**config.mk**
```make
export PLATFORM = sky130hd
export DESIGN_NAME = divider_unit_flat
export DESIGN_NICKNAME = d
export VERILOG_FILES = /design/src/rtl/divider_unit_if.sv /design/src/rtl/divider_unit.sv /design/src/flat_wrapper.sv
export SDC_FILE = /design/constraint.sdc
export NUM_CORES = 1
export LEC_CHECK = 0
export CAP_MARGIN = 20
export CORE_UTILIZATION = 29
export DETAILED_ROUTE_END_ITERATION = 12
export GPL_TIMING_DRIVEN = 0
export PLACE_DENSITY = 0.44
export REMOVE_ABC_BUFFERS = 1
export SETUP_SLACK_MARGIN = 0.02
export SLEW_MARGIN = 20
export SYNTH_ARGS = -nofsm -noshare
export SYNTH_HDL_FRONTEND = slang
export SYNTH_SLANG_ARGS = --single-unit
```
**constraint.sdc**
```tcl
create_clock -name aclk -period 3.46 [get_ports aclk]
set_clock_uncertainty 0.1 [all_clocks]
set_input_delay 0.692 -clock aclk [delete_from_list [all_inputs] [get_ports aclk]]
set_output_delay 0.692 -clock aclk [all_outputs]
set_load 0.005 [all_outputs]
```
**src/rtl/divider_unit_if.sv**
```systemverilog
// Operand and result streams of the iterative divider.
// The divider attaches through the slave modport, the operand source through master.
interface divider_unit_if #(
  parameter int DATA_W = 32
);
  logic                  s_axis_dividend_tvalid;
  logic [DATA_W-1:0]     s_axis_dividend_tdata;
  logic                  s_axis_divisor_tvalid;
  logic [DATA_W-1:0]     s_axis_divisor_tdata;
  logic                  m_axis_dout_tvalid;
  logic [2*DATA_W-1:0]   m_axis_dout_tdata;

  modport master (
    output s_axis_dividend_tvalid,
    output s_axis_dividend_tdata,
    output s_axis_divisor_tvalid,
    output s_axis_divisor_tdata,
    input  m_axis_dout_tvalid,
    input  m_axis_dout_tdata
  );

  modport slave (
    input  s_axis_dividend_tvalid,
    input  s_axis_dividend_tdata,
    input  s_axis_divisor_tvalid,
    input  s_axis_divisor_tdata,
    output m_axis_dout_tvalid,
    output m_axis_dout_tdata
  );
endinterface

```
**src/rtl/divider_unit.sv**
```systemverilog
// Iterative signed divider: restoring division on magnitudes, one quotient bit per cycle,
// followed by a sign/special-case fix-up stage and a registered one-cycle result pulse.
module divider_unit #(
  parameter int DATA_W = 32
) (
  input  logic           aclk,
  input  logic           aresetn,
  divider_unit_if.slave  dif
);

  localparam int CNT_W = $clog2(DATA_W);
  localparam logic [DATA_W-1:0] MIN_NEG = {1'b1, {(DATA_W-1){1'b0}}};

  typedef enum logic [1:0] {IDLE, CALC, FIX, DONE} state_t;

  state_t                state_reg;
  logic [CNT_W-1:0]      count_reg;
  logic [DATA_W-1:0]     dividend_reg;
  logic [DATA_W-1:0]     quot_reg;
  logic [DATA_W-1:0]     dvs_mag_reg;
  logic [DATA_W-1:0]     rem_reg;
  logic                  q_neg_reg;
  logic                  r_neg_reg;
  logic                  div_zero_reg;
  logic                  ovf_reg;
  logic [DATA_W-1:0]     res_q_reg;
  logic [DATA_W-1:0]     res_r_reg;
  logic                  dout_tvalid_reg;
  logic [2*DATA_W-1:0]   dout_tdata_reg;

  logic                  accept;
  logic [DATA_W-1:0]     dvd_in;
  logic [DATA_W-1:0]     dvs_in;
  logic [DATA_W-1:0]     dvd_mag_in;
  logic [DATA_W-1:0]     dvs_mag_in;
  logic [DATA_W:0]       rem_shift;
  logic [DATA_W:0]       trial;
  logic                  trial_ok;
  logic [DATA_W-1:0]     rem_iter;
  logic [DATA_W-1:0]     q_fix;
  logic [DATA_W-1:0]     r_fix;

  assign dvd_in     = dif.s_axis_dividend_tdata;
  assign dvs_in     = dif.s_axis_divisor_tdata;
  assign accept     = (state_reg == IDLE) && dif.s_axis_dividend_tvalid && dif.s_axis_divisor_tvalid;
  assign dvd_mag_in = dvd_in[DATA_W-1] ? -dvd_in : dvd_in;
  assign dvs_mag_in = dvs_in[DATA_W-1] ? -dvs_in : dvs_in;

  // quot_reg starts as the dividend magnitude; its MSB feeds the partial remainder
  // while the new quotient bit enters at the LSB.
  assign rem_shift = {rem_reg, quot_reg[DATA_W-1]};
  assign trial     = rem_shift - {1'b0, dvs_mag_reg};
  assign trial_ok  = ~trial[DATA_W];
  assign rem_iter  = trial_ok ? trial[DATA_W-1:0] : rem_shift[DATA_W-1:0];

  assign q_fix = div_zero_reg ? '1 :
                 ovf_reg      ? MIN_NEG :
                 q_neg_reg    ? -quot_reg : quot_reg;
  assign r_fix = div_zero_reg ? dividend_reg :
                 ovf_reg      ? '0 :
                 r_neg_reg    ? -rem_reg : rem_reg;

  always_ff @(posedge aclk or negedge aresetn) begin
    if (!aresetn) begin
      state_reg       <= IDLE;
      count_reg       <= '0;
      dividend_reg    <= '0;
      quot_reg        <= '0;
      dvs_mag_reg     <= '0;
      rem_reg         <= '0;
      q_neg_reg       <= 1'b0;
      r_neg_reg       <= 1'b0;
      div_zero_reg    <= 1'b0;
      ovf_reg         <= 1'b0;
      res_q_reg       <= '0;
      res_r_reg       <= '0;
      dout_tvalid_reg <= 1'b0;
      dout_tdata_reg  <= '0;
    end else begin
      case (state_reg)
        IDLE: begin
          dout_tvalid_reg <= 1'b0;
          if (accept) begin
            dividend_reg <= dvd_in;
            quot_reg     <= dvd_mag_in;
            dvs_mag_reg  <= dvs_mag_in;
            rem_reg      <= '0;
            count_reg    <= '0;
            q_neg_reg    <= dvd_in[DATA_W-1] ^ dvs_in[DATA_W-1];
            r_neg_reg    <= dvd_in[DATA_W-1];
            div_zero_reg <= (dvs_in == '0);
            ovf_reg      <= (dvd_in == MIN_NEG) && (dvs_in == '1);
            state_reg    <= CALC;
          end
        end
        CALC: begin
          rem_reg   <= rem_iter;
          quot_reg  <= {quot_reg[DATA_W-2:0], trial_ok};
          count_reg <= count_reg + 1'b1;
          if (count_reg == CNT_W'(DATA_W - 1)) begin
            state_reg <= FIX;
          end
        end
        FIX: begin
          res_q_reg <= q_fix;
          res_r_reg <= r_fix;
          state_reg <= DONE;
        end
        DONE: begin
          // The pulse is visible while the FSM is already back in IDLE, so a new
          // operation can be accepted on the edge that drops it.
          dout_tdata_reg  <= {res_q_reg, res_r_reg};
          dout_tvalid_reg <= 1'b1;
          state_reg       <= IDLE;
        end
        default: begin
          state_reg <= IDLE;
        end
      endcase
    end
  end

  assign dif.m_axis_dout_tvalid = dout_tvalid_reg;
  assign dif.m_axis_dout_tdata  = dout_tdata_reg;

endmodule

```
**src/flat_wrapper.sv**
```systemverilog
// flat-port wrapper written by rule: the top's interface ports become plain ports
module divider_unit_flat 
#(
  parameter int DATA_W = 32
)
  (aclk, aresetn, dif_s_axis_dividend_tvalid, dif_s_axis_dividend_tdata, dif_s_axis_divisor_tvalid, dif_s_axis_divisor_tdata, dif_m_axis_dout_tvalid, dif_m_axis_dout_tdata);
  divider_unit_if #(.DATA_W(DATA_W)) dif_i ();
  input  logic aclk;
  input  logic aresetn;
  input wire logic [$bits(dif_i.s_axis_dividend_tvalid)-1:0] dif_s_axis_dividend_tvalid;
  input wire logic [$bits(dif_i.s_axis_dividend_tdata)-1:0] dif_s_axis_dividend_tdata;
  input wire logic [$bits(dif_i.s_axis_divisor_tvalid)-1:0] dif_s_axis_divisor_tvalid;
  input wire logic [$bits(dif_i.s_axis_divisor_tdata)-1:0] dif_s_axis_divisor_tdata;
  output wire logic [$bits(dif_i.m_axis_dout_tvalid)-1:0] dif_m_axis_dout_tvalid;
  output wire logic [$bits(dif_i.m_axis_dout_tdata)-1:0] dif_m_axis_dout_tdata;
  assign dif_i.s_axis_dividend_tvalid = dif_s_axis_dividend_tvalid;
  assign dif_i.s_axis_dividend_tdata = dif_s_axis_dividend_tdata;
  assign dif_i.s_axis_divisor_tvalid = dif_s_axis_divisor_tvalid;
  assign dif_i.s_axis_divisor_tdata = dif_s_axis_divisor_tdata;
  assign dif_m_axis_dout_tvalid = dif_i.m_axis_dout_tvalid;
  assign dif_m_axis_dout_tdata = dif_i.m_axis_dout_tdata;
  divider_unit #(.DATA_W(DATA_W)) u_core (.aclk(aclk), .aresetn(aresetn), .dif(dif_i));
endmodule
```
==> results of run 1 <==
metrics by stage:
step / utilization / cell area (µm²)
CTS: 0.363 / 18700
detailed placement: 0.337 / 17400
global route: 0.366 / 18900
finish: 0.366 / 18900
global placement: 0.329 / 17000
floorplan: - / 14800
Yosys cell counts, types with 5 or more instances:
| cell | count | area [µm²] |
|---|---|---|
| sky130_fd_sc_hd__nor2_1 | 129 | 484 |
| sky130_fd_sc_hd__nand2_1 | 257 | 965 |
| sky130_fd_sc_hd__a21oi_1 | 131 | 656 |
| sky130_fd_sc_hd__a22oi_1 | 30 | 225 |
| sky130_fd_sc_hd__or4_1 | 20 | 150 |
| sky130_fd_sc_hd__clkbuf_1 | 86 | 323 |
| sky130_fd_sc_hd__a21o_1 | 12 | 90.1 |
| sky130_fd_sc_hd__a31oi_1 | 7 | 43.8 |
| sky130_fd_sc_hd__o31ai_1 | 32 | 240 |
| sky130_fd_sc_hd__dfrtp_1 | 267 | 6680 |
| sky130_fd_sc_hd__a22o_1 | 5 | 43.8 |
| sky130_fd_sc_hd__nor3_1 | 6 | 30.0 |
| sky130_fd_sc_hd__inv_1 | 51 | 191 |
| sky130_fd_sc_hd__and2_1 | 5 | 31.3 |
| sky130_fd_sc_hd__a21boi_0 | 6 | 45.0 |
| sky130_fd_sc_hd__or3_1 | 7 | 43.8 |
| sky130_fd_sc_hd__mux2_2 | 65 | 732 |
| sky130_fd_sc_hd__nor4_1 | 18 | 113 |
| sky130_fd_sc_hd__nand4_1 | 13 | 81.3 |
| sky130_fd_sc_hd__mux2i_1 | 32 | 320 |
| sky130_fd_sc_hd__o41ai_1 | 16 | 140 |
| sky130_fd_sc_hd__xor2_1 | 89 | 780 |
| sky130_fd_sc_hd__ha_1 | 44 | 551 |
| sky130_fd_sc_hd__o22a_1 | 13 | 114 |
| sky130_fd_sc_hd__xnor2_1 | 59 | 517 |
| sky130_fd_sc_hd__o21ai_0 | 153 | 766 |
| sky130_fd_sc_hd__buf_1 | 9 | 33.8 |
| sky130_fd_sc_hd__and3_1 | 6 | 37.5 |
| sky130_fd_sc_hd__o21a_1 | 9 | 67.6 |
| sky130_fd_sc_hd__nor2b_1 | 7 | 43.8 |
| sky130_fd_sc_hd__nand3_1 | 17 | 85.1 |
worst paths after layout:
path | startpoint | to | slack, ns | cells after the start
max | dif_s_axis_divisor_tdata[5] | u_core.dvs_mag_reg[30] | 0.12 | 10
min | u_core.dvs_mag_reg[24] | u_core.dvs_mag_reg[24] | 0.38 | 2
max reg2reg | u_core.rem_reg[11] | u_core.rem_reg[8] | 0.19 | 12
min reg2reg | u_core.dvs_mag_reg[24] | u_core.dvs_mag_reg[24] | 0.38 | 2
max in group asynchronous | aresetn | u_core.rem_reg[16] | 1.26 | 5
min in group asynchronous | aresetn | u_core.dvs_mag_reg[0] | 0.56 | 2
worst register-to-register path: stages, from the launching register on:
cell                       delay (ns)
sky130_fd_sc_hd__dfrtp_1         0.48
sky130_fd_sc_hd__ha_1            0.28
sky130_fd_sc_hd__a21oi_2         0.18
sky130_fd_sc_hd__inv_1           0.09
sky130_fd_sc_hd__a31oi_2         0.23
sky130_fd_sc_hd__or3b_1          0.39
sky130_fd_sc_hd__o21a_2          0.27
sky130_fd_sc_hd__a311oi_4        0.31
sky130_fd_sc_hd__xnor2_4         0.19
sky130_fd_sc_hd__buf_16          0.15
sky130_fd_sc_hd__buf_16          0.16
sky130_fd_sc_hd__mux2i_1         0.20
sky130_fd_sc_hd__o21ai_0         0.09
cell families after synthesis:
group / after synthesis
fa+ha+maj: 45
xor+xnor: 149
buf+inv: 152
compound gates: 449
simple gates: 506
mux: 97
flops: 267
timing repair:
action / CTS / global route
endpoints found under the setup margin: 34 / 38
resized for setup: 12 / 29
pin swaps: 2 / 6
hold buffers: 1 / 0
buffers inserted: 7 / 4
endpoints found under the hold margin: 51 / 0
layer usage:
| layer | GRT usage | vias up | wire length, µm |
|---|---|---|---|
| met1 | 0.218 | 5667 | 20200 |
| met4 | 0.0490 | 0 | 941 |
| met3 | 0.0262 | 55 | 1550 |
| li1 | - | 6063 | - |
| met5 | 0 | - | 0 |
| met2 | 0.261 | 188 | 19700 |
power groups by stage:
| stage | clock, mW | sequential, mW | combinational [mW] |
|---|---|---|---|
| 2_1_floorplan | 0 | 5.58 | 6.75 |
| 3_3_place_gp | 0 | 5.98 | 9.50 |
| 3_5_place_dp | 0 | 6.00 | 9.81 |
| 4_1_cts | 3.95 | 5.96 | 10.1 |
| 5_1_grt | 4.05 | 6.20 | 11.4 |
| 6_report | 3.81 | 5.95 | 10.1 |
layout by cell type, fill, tap and decap left out, types with 12 or more instances in the layout:
cell type                         instances
sky130_fd_sc_hd__clkbuf_16               35
sky130_fd_sc_hd__a22oi_1                 30
sky130_fd_sc_hd__o31ai_1                 31
sky130_fd_sc_hd__nand4_1                 13
sky130_fd_sc_hd__xnor2_1                 59
sky130_fd_sc_hd__ha_1                    32
sky130_fd_sc_hd__nor2_1                 128
sky130_fd_sc_hd__o21ai_0                151
sky130_fd_sc_hd__o41ai_1                 14
sky130_fd_sc_hd__a21o_1                  12
sky130_fd_sc_hd__nor4_1                  15
sky130_fd_sc_hd__mux2i_1                 32
sky130_fd_sc_hd__xor2_1                  89
sky130_fd_sc_hd__buf_4                   12
sky130_fd_sc_hd__o22a_1                  13
sky130_fd_sc_hd__nand2_1                256
sky130_fd_sc_hd__or4_1                   19
sky130_fd_sc_hd__clkdlybuf4s50_1        127
sky130_fd_sc_hd__a21oi_1                126
sky130_fd_sc_hd__dfrtp_1                262
sky130_fd_sc_hd__inv_1                   50
sky130_fd_sc_hd__mux2_2                  65
sky130_fd_sc_hd__nand3_1                 16
cell type report:
type / count / area [µm²] / share of cell area
diodes: 2 / 5.00 / 0.000265
inverters: 53 / 203 / 0.0107
clock inverters: 13 / 200 / 0.0106
clock buffers: 48 / 1000 / 0.0533
flip-flops and latches: 267 / 6690 / 0.354
repair buffers: 158 / 1750 / 0.0927
well taps: 680 / 851 / 0.0451
multi-input cells: 1246 / 8170 / 0.433
==> flow_summary.html, run 1 <==
<table>
<tr><th>Metric</th><th>Value</th></tr>
<tr><th colspan="2">Place</th></tr>
<tr><td>Count of placed standard cells including taps</td><td>2,392</td></tr>
<tr><td>Number of port buffers</td><td>132</td></tr>
<tr><td>Final RePlAce weighted congestion</td><td>0.831</td></tr>
<tr><td>Setup Slack @ Placement</td><td>-0.561 ns</td></tr>
<tr><td>Sum of net half-perimeters after detailed placement</td><td>30,900 µm</td></tr>
<tr><th colspan="2">Logic synthesis</th></tr>
<tr><td>Multiplexer fraction of the synthesized cell area</td><td>0.0693</td></tr>
<tr><td>Synthesis-stage register bit count</td><td>267</td></tr>
<tr><td>Mapped Area</td><td>15,200 µm²</td></tr>
<tr><td>Most common flop cell mapped by yosys</td><td>sky130_fd_sc_hd__dfrtp_1</td></tr>
<tr><td>Synthesized-area fraction occupied by and/or/nand/nor cells</td><td>0.148</td></tr>
<tr><td>Fraction of the mapped netlist area in compound gates</td><td>0.180</td></tr>
<tr><td>Syn Inst Count</td><td>1,665</td></tr>
<tr><td>Synth Area per Inst</td><td>9.11 µm²</td></tr>
<tr><td>Combinational family with the most area after synthesis</td><td>compound AO/OA/AOI/OAI gates</td></tr>
<tr><td>Count of flip-flops with a built-in enable after synthesis</td><td>0</td></tr>
<tr><td>Adder-cell share of the synthesized area</td><td>0.0376</td></tr>
<tr><td>Post-synthesis cell type count</td><td>68</td></tr>
<tr><td>Xor/xnor cell area share of the yosys netlist</td><td>0.0865</td></tr>
<tr><td>Proportion of synthesized chip area in sequential cells</td><td>0.440</td></tr>
<tr><td>Share of flip-flops with an asynchronous set or reset</td><td>1.00</td></tr>
<tr><td>Warnings, synthesis</td><td>0</td></tr>
<tr><th colspan="2">STA</th></tr>
<tr><td>Post-route fraction of the period consumed by the critical path</td><td>0.966</td></tr>
<tr><td>Hold violation total from the final report</td><td>0</td></tr>
<tr><td>Final critical delay including setup and external delays</td><td>3.34 ns</td></tr>
<tr><td>Final setup TNS</td><td>0 ns</td></tr>
<tr><td>Max-slew headroom at the worst pin</td><td>0.319</td></tr>
<tr><td>Worst Setup Slack, final</td><td>0.116 ns</td></tr>
<tr><td>Hold slack final</td><td>0.378 ns</td></tr>
<tr><td>Max-slew violation total from the final report</td><td>0</td></tr>
<tr><td>Fmax</td><td>299 MHz</td></tr>
<tr><td>Total of endpoints with negative setup slack in the final report</td><td>0</td></tr>
<tr><td>RSZ-0062 raised after global routing</td><td>no</td></tr>
<tr><td>Transition at the pin with the smallest max-transition slack</td><td>1.02 ns</td></tr>
<tr><th colspan="2">Critical path</th></tr>
<tr><td>Slowest stage cell, crit path</td><td>sky130_fd_sc_hd__or4_4</td></tr>
<tr><td>Maximum fanout along the worst path</td><td>5</td></tr>
<tr><td>Dominant cell type by count on the critical path</td><td>sky130_fd_sc_hd__or4_4</td></tr>
<tr><td>Crit path max-delay family</td><td>simple AND/OR/NAND/NOR gates</td></tr>
<tr><td>Critical Path Sink Type</td><td>flip-flop</td></tr>
<tr><td>Category of the critical setup timing path</td><td>primary input to flip-flop</td></tr>
<tr><td>Combined buffer and inverter count along the critical path</td><td>1</td></tr>
<tr><td>Required time of the worst setup path</td><td>3.77 ns</td></tr>
<tr><td>Worst path arrival time</td><td>3.65 ns</td></tr>
<tr><td>Setup crit start kind</td><td>primary input</td></tr>
<tr><td>Largest stage delay, worst path</td><td>0.60 ns</td></tr>
<tr><td>Crit path cell chain</td><td>clkdlybuf4s50_1 -&gt; or4_4 -&gt; nor4_4 -&gt; nand2_2 -&gt; or3_4 -&gt; or4_4 -&gt; nand2b_4 -&gt; o41ai_2 -&gt; xor2_1 -&gt; o21ai_1</td></tr>
<tr><th colspan="2">Power</th></tr>
<tr><td>Flop pwr share</td><td>0.299</td></tr>
<tr><td>Power spent charging and discharging nets</td><td>7.91 mW</td></tr>
<tr><td>P per Cell Area</td><td>1050 nW/µm²</td></tr>
<tr><td>Part of the total power dissipated in combinational logic</td><td>0.510</td></tr>
<tr><td>Clock group share of total power</td><td>0.191</td></tr>
<tr><td>Total power draw</td><td>19.9 mW</td></tr>
<tr><td>IR Drop Worst-Case VDD</td><td>0.000396 V</td></tr>
<tr><td>Switching fraction of total power</td><td>0.397</td></tr>
<tr><td>Int Power</td><td>12.0 mW</td></tr>
<tr><td>Lkg Pwr</td><td>8.00 nW</td></tr>
<tr><th colspan="2">Detailed routing</th></tr>
<tr><td>Number of iterations in the first detailed-routing pass</td><td>5</td></tr>
<tr><td>Number of DRC markers after the initial detailed-route iteration</td><td>563</td></tr>
<tr><td>DRC violations left</td><td>0</td></tr>
<tr><td>Vias post-DR</td><td>12,000</td></tr>
<tr><td>Post-detailed-route wirelength per cell</td><td>17.2 µm</td></tr>
<tr><td>Number of antenna-violating nets in the routed design</td><td>0</td></tr>
<tr><td>Final Routed Wirelength</td><td>42,400 µm</td></tr>
<tr><td>Number of vias per cell</td><td>4.85</td></tr>
<tr><th colspan="2">Layout</th></tr>
<tr><td>Count of non-filler cells in the finished layout</td><td>2,467</td></tr>
<tr><td>Layout net count</td><td>1,873</td></tr>
<tr><td>Fraction of layout cells with a size suffix above 1</td><td>0.117</td></tr>
<tr><td>Number of flip-flops under the largest register name</td><td>64</td></tr>
<tr><td>Syn-to-layout area delta</td><td>24.3%</td></tr>
<tr><td>Filler Cells Inserted</td><td>5,276</td></tr>
<tr><th colspan="2">CTS</th></tr>
<tr><td>Clock latency of the later-clocked register in the worst-skew pair</td><td>0.54 ns</td></tr>
<tr><td>Clock tree from TritonCTS</td><td>built</td></tr>
<tr><td>Clock tree buffer depth</td><td>3</td></tr>
<tr><td>Cts bufs inserted</td><td>34</td></tr>
<tr><td>CTS HTree Levels</td><td>2</td></tr>
<tr><td>Clock transition at the register clock pins on the worst setup and hold paths after CTS</td><td>0.05 ns</td></tr>
<tr><td>Total number of clock tree sinks</td><td>267</td></tr>
<tr><td>Clock tree root driver cell</td><td>sky130_fd_sc_hd__clkbuf_16</td></tr>
<tr><th colspan="2">Global route</th></tr>
<tr><td>Global-route wire length before repair</td><td>67,800 µm</td></tr>
<tr><td>Residual overflow from global routing</td><td>0</td></tr>
<tr><td>Global router's overall resource usage</td><td>0.160</td></tr>
<tr><td>Initial antenna violation count</td><td>2</td></tr>
<tr><td>Pin count of the biggest net entering global routing</td><td>80</td></tr>
<tr><td>Via count of the first global-routing pass</td><td>12,000</td></tr>
<tr><th colspan="2">Worst hold path</th></tr>
<tr><td>Type of the most critical hold path</td><td>flip-flop to flip-flop</td></tr>
<tr><th colspan="2">Run status</th></tr>
<tr><td>Result of the run</td><td>finished clean</td></tr>
<tr><th colspan="2">Floorplanning</th></tr>
<tr><td>Starting Density</td><td>0.295</td></tr>
<tr><td>Die outline height</td><td>231 µm</td></tr>
<tr><td>Die Width</td><td>231 µm</td></tr>
<tr><td>Area of the die</td><td>53,200 µm²</td></tr>
<tr><td>Area inside the core boundary</td><td>51,500 µm²</td></tr>
<tr><td>Cell Rows</td><td>83</td></tr>
<tr><td>Io pins</td><td>133</td></tr>
<tr><th colspan="2">Run</th></tr>
<tr><td>Number of max-cap violations</td><td>0</td></tr>
</table>
(Power assumes the default switching activity.)
==> run 2, diff against run 1 <==
Settings changed: CAP_MARGIN 20 to 10.
==> results of run 2 <==
No change in the layout: final DEF, timing and power equal those of run 1.
==> run 3, diff against run 2 <==
Settings changed: CORE_ASPECT_RATIO set to 1.25.
==> flow_summary.html, run 3 (synthesis results as in run 1) <==
<table>
<tr><th>Metric</th><th>Value</th></tr>
<tr><th colspan="2">Critical path</th></tr>
<tr><td>Category of the critical setup timing path</td><td>primary input to flip-flop</td></tr>
<tr><td>Worst path arrival time</td><td>3.68 ns (+0.03 ns)</td></tr>
<tr><td>Maximum fanout along the worst path</td><td>5 (unchanged)</td></tr>
<tr><td>Critical Path Sink Type</td><td>flip-flop</td></tr>
<tr><td>Setup crit start kind</td><td>primary input</td></tr>
<tr><td>Required time of the worst setup path</td><td>3.80 ns (+0.03 ns)</td></tr>
<tr><th colspan="2">Layout</th></tr>
<tr><td>Syn-to-layout area delta</td><td>22.3%</td></tr>
<tr><td>Final core utilization</td><td>0.360 (-0.00629)</td></tr>
<tr><td>Fraction of layout cells with a size suffix above 1</td><td>0.111 (-0.00635)</td></tr>
<tr><td>Commonest non-fill, non-tap cell in the layout</td><td>sky130_fd_sc_hd__dfrtp_1</td></tr>
<tr><td>Most frequent cells in the layout</td><td>sky130_fd_sc_hd__dfrtp_1 (260), sky130_fd_sc_hd__nand2_1 (256), sky130_fd_sc_hd__o21ai_0 (151)</td></tr>
<tr><td>Final std cell area, no fill</td><td>18,600 µm² (-1.6%)</td></tr>
<tr><td>Number of flip-flops under the largest register name</td><td>64 (unchanged)</td></tr>
<tr><td>Layout net count</td><td>1,870 (-0.16%)</td></tr>
<tr><th colspan="2">Detailed routing</th></tr>
<tr><td>Number of iterations in the first detailed-routing pass</td><td>11 (+6)</td></tr>
<tr><td>Final Routed Wirelength</td><td>41,700 µm (-1.6%)</td></tr>
<tr><td>DRC violations left</td><td>14 (+14)</td></tr>
<tr><td>Number of antenna-violating nets in the routed design</td><td>0 (unchanged)</td></tr>
<tr><td>Post-detailed-route wirelength per cell</td><td>17.0 µm (-0.84%)</td></tr>
<tr><td>Vias post-DR</td><td>11,800 (-1.5%)</td></tr>
<tr><td>Number of vias per cell</td><td>4.82 (-0.66%)</td></tr>
<tr><td>Number of DRC markers after the initial detailed-route iteration</td><td>461 (-18%)</td></tr>
<tr><th colspan="2">Worst hold path</th></tr>
<tr><td>Type of the most critical hold path</td><td>primary input to async pin</td></tr>
<tr><th colspan="2">STA</th></tr>
<tr><td>Total of endpoints with negative setup slack in the final report</td><td>0 (unchanged)</td></tr>
<tr><td>Fmax</td><td>299 MHz (about the same)</td></tr>
<tr><td>Hold slack final</td><td>0.0375 ns (-0.341 ns)</td></tr>
<tr><td>Max-slew violation total from the final report</td><td>0 (unchanged)</td></tr>
<tr><td>Transition at the pin with the smallest max-transition slack</td><td>1.00 ns (-0.0167 ns)</td></tr>
<tr><td>Final critical delay including setup and external delays</td><td>3.34 ns (-0.000711 ns)</td></tr>
<tr><td>Hold violation total from the final report</td><td>0 (unchanged)</td></tr>
<tr><td>RSZ-0062 raised after global routing</td><td>yes</td></tr>
<tr><td>Post-route fraction of the period consumed by the critical path</td><td>0.966 (about the same)</td></tr>
<tr><td>Max-slew headroom at the worst pin</td><td>0.330 (+0.0111)</td></tr>
<tr><th colspan="2">Place</th></tr>
<tr><td>Cell area reported after detailed placement</td><td>17,300 µm² (-0.34%)</td></tr>
<tr><td>Final RePlAce weighted congestion</td><td>0.816 (-1.9%)</td></tr>
<tr><td>Sum of net half-perimeters after detailed placement</td><td>30,700 µm (-0.58%)</td></tr>
<tr><td>Number of port buffers</td><td>132 (unchanged)</td></tr>
<tr><th colspan="2">Run</th></tr>
<tr><td>Number of max-cap violations</td><td>0 (unchanged)</td></tr>
<tr><th colspan="2">Global route</th></tr>
<tr><td>Via count of the first global-routing pass</td><td>12,200 (+1.3%)</td></tr>
<tr><td>Global router's overall resource usage</td><td>0.158 (-0.00235)</td></tr>
<tr><td>Initial antenna violation count</td><td>1 (-1)</td></tr>
<tr><td>Pin count of the biggest net entering global routing</td><td>95 (+19%)</td></tr>
<tr><td>Global-route wire length before repair</td><td>67,300 µm (-0.63%)</td></tr>
<tr><td>Residual overflow from global routing</td><td>0 (unchanged)</td></tr>
<tr><th colspan="2">CTS</th></tr>
<tr><td>Cts bufs inserted</td><td>30 (-12%)</td></tr>
<tr><td>Clock tree root driver cell</td><td>sky130_fd_sc_hd__clkbuf_16</td></tr>
<tr><td>Total number of clock tree sinks</td><td>267 (unchanged)</td></tr>
<tr><td>CTS HTree Levels</td><td>1 (-1)</td></tr>
<tr><td>Clock transition at the register clock pins on the worst setup and hold paths after CTS</td><td>0.06 ns (about the same)</td></tr>
<tr><td>Count of hold buffers inserted by post-cts repair</td><td>0 (-1)</td></tr>
<tr><td>Clock tree from TritonCTS</td><td>built</td></tr>
<tr><td>Clock tree buffer depth</td><td>3 (unchanged)</td></tr>
<tr><td>Clock latency of the later-clocked register in the worst-skew pair</td><td>0.57 ns (+0.03 ns)</td></tr>
<tr><th colspan="2">Power</th></tr>
<tr><td>Power spent charging and discharging nets</td><td>7.70 mW (-2.6%)</td></tr>
<tr><td>P per Cell Area</td><td>1030 nW/µm² (-2.2%)</td></tr>
<tr><td>Flop pwr share</td><td>0.310 (+0.011)</td></tr>
<tr><td>Part of the total power dissipated in combinational logic</td><td>0.527 (+0.017)</td></tr>
<tr><td>Switching fraction of total power</td><td>0.402 (+0.00461)</td></tr>
<tr><td>Lkg Pwr</td><td>7.85 nW (-1.8%)</td></tr>
<tr><td>IR Drop Worst-Case VDD</td><td>0.000332 V (-16%)</td></tr>
<tr><td>Int Power</td><td>11.5 mW (-4.5%)</td></tr>
<tr><td>Clock group share of total power</td><td>0.162 (-0.029)</td></tr>
<tr><th colspan="2">Run status</th></tr>
<tr><td>Result of the run</td><td>complete, but fails checks</td></tr>
<tr><td>Violations in the final reports</td><td>design-rule violations</td></tr>
<tr><th colspan="2">Floorplanning</th></tr>
<tr><td>Cell Rows</td><td>93 (+12%)</td></tr>
<tr><td>Starting Density</td><td>0.294 (about the same)</td></tr>
<tr><td>Area inside the core boundary</td><td>51,500 µm² (about the same)</td></tr>
<tr><td>Die outline height</td><td>258 µm (+12%)</td></tr>
<tr><td>Die Width</td><td>207 µm (-10%)</td></tr>
<tr><td>Io pins</td><td>133 (unchanged)</td></tr>
<tr><td>Area of the die</td><td>53,300 µm² (about the same)</td></tr>
</table>
run 3: critical path, stage by stage:
cell,delay [ns]
sky130_fd_sc_hd__clkdlybuf4s50_1,0.50
sky130_fd_sc_hd__or4_4,0.58
sky130_fd_sc_hd__nor4_4,0.18
sky130_fd_sc_hd__nand2_2,0.11
sky130_fd_sc_hd__or3_4,0.39
sky130_fd_sc_hd__or4_4,0.46
sky130_fd_sc_hd__nand2b_4,0.20
sky130_fd_sc_hd__o41ai_4,0.31
sky130_fd_sc_hd__xor2_1,0.20
sky130_fd_sc_hd__o21ai_1,0.07
run 3: layer usage:
| layer | vias up | global-route usage | part of all wire |
|---|---|---|---|
| li1 | 6039 | - | - |
| met1 | 5535 | 0.200 | 0.44 |
| met2 | 168 | 0.280 | 0.50 |
| met3 | 55 | 0.0154 | 0.029 |
| met4 | 0 | 0.0498 | 0.026 |
| met5 | - | 0 | 0 |
run 3: cell type report:
| cell class | count | area [µm²] |
|---|---|---|
| fill | 5313 | 33000 |
| clock inverter | 6 | 57.6 |
| multi-input combinational | 1246 | 8150 |
| timing repair buffer | 159 | 1730 |
| antenna | 3 | 7.51 |
| clock buffer | 48 | 890 |
| inverter | 53 | 203 |
| tap | 665 | 832 |
| sequential | 267 | 6690 |
run 3: worst paths after layout:
kind,from,to,slack [ns],cells after the start
hold reg to reg,u_core.dvs_mag_reg[26],u_core.dvs_mag_reg[26],0.38,2
hold / removal,aresetn,u_core.dif.m_axis_dout_tdata[7],0.04,1
setup / recovery,dif_s_axis_divisor_tdata[4],u_core.dvs_mag_reg[30],0.12,10
min in group aclk,u_core.dvs_mag_reg[26],u_core.dvs_mag_reg[26],0.38,2
setup reg to reg,u_core.rem_reg[8],u_core.rem_reg[9],0.17,12
max in group asynchronous,aresetn,u_core.dif.m_axis_dout_tdata[54],2.29,2
run 3: stage by stage:
step | power [mW] | TNS [ns] | instances | worst slack (ns)
finish | 19.2 | 0 | 2447 | 0.117
global route | 20.9 | -0.00837 | 2445 | -0.00837
CTS | 19.0 | 0 | 2432 | 0.0135
detailed placement | 15.7 | -21.03 | 2376 | -0.606
global placement | 15.3 | -3189.70 | 2363 | -10.49
floorplan | 12.3 | -63.51 | 1566 | -0.957
run 3: power groups by stage:
stage / Clock [mW] / Sequential, mW / Combinational (mW)
floorplan: 0 / 5.58 / 6.75
global placement: 0 / 5.97 / 9.38
detailed placement: 0 / 6.00 / 9.71
CTS: 3.24 / 5.96 / 9.85
global route: 3.36 / 6.21 / 11.3
finish: 3.11 / 5.94 / 10.1
run 3: repair_timing:
item | CTS | global route
endpoints found under the setup margin | 34 | 28
gates cloned | 0 | 1
gates resized for setup | 12 | 30
buffers inserted | 2 | 11
pin swaps | 3 | 5
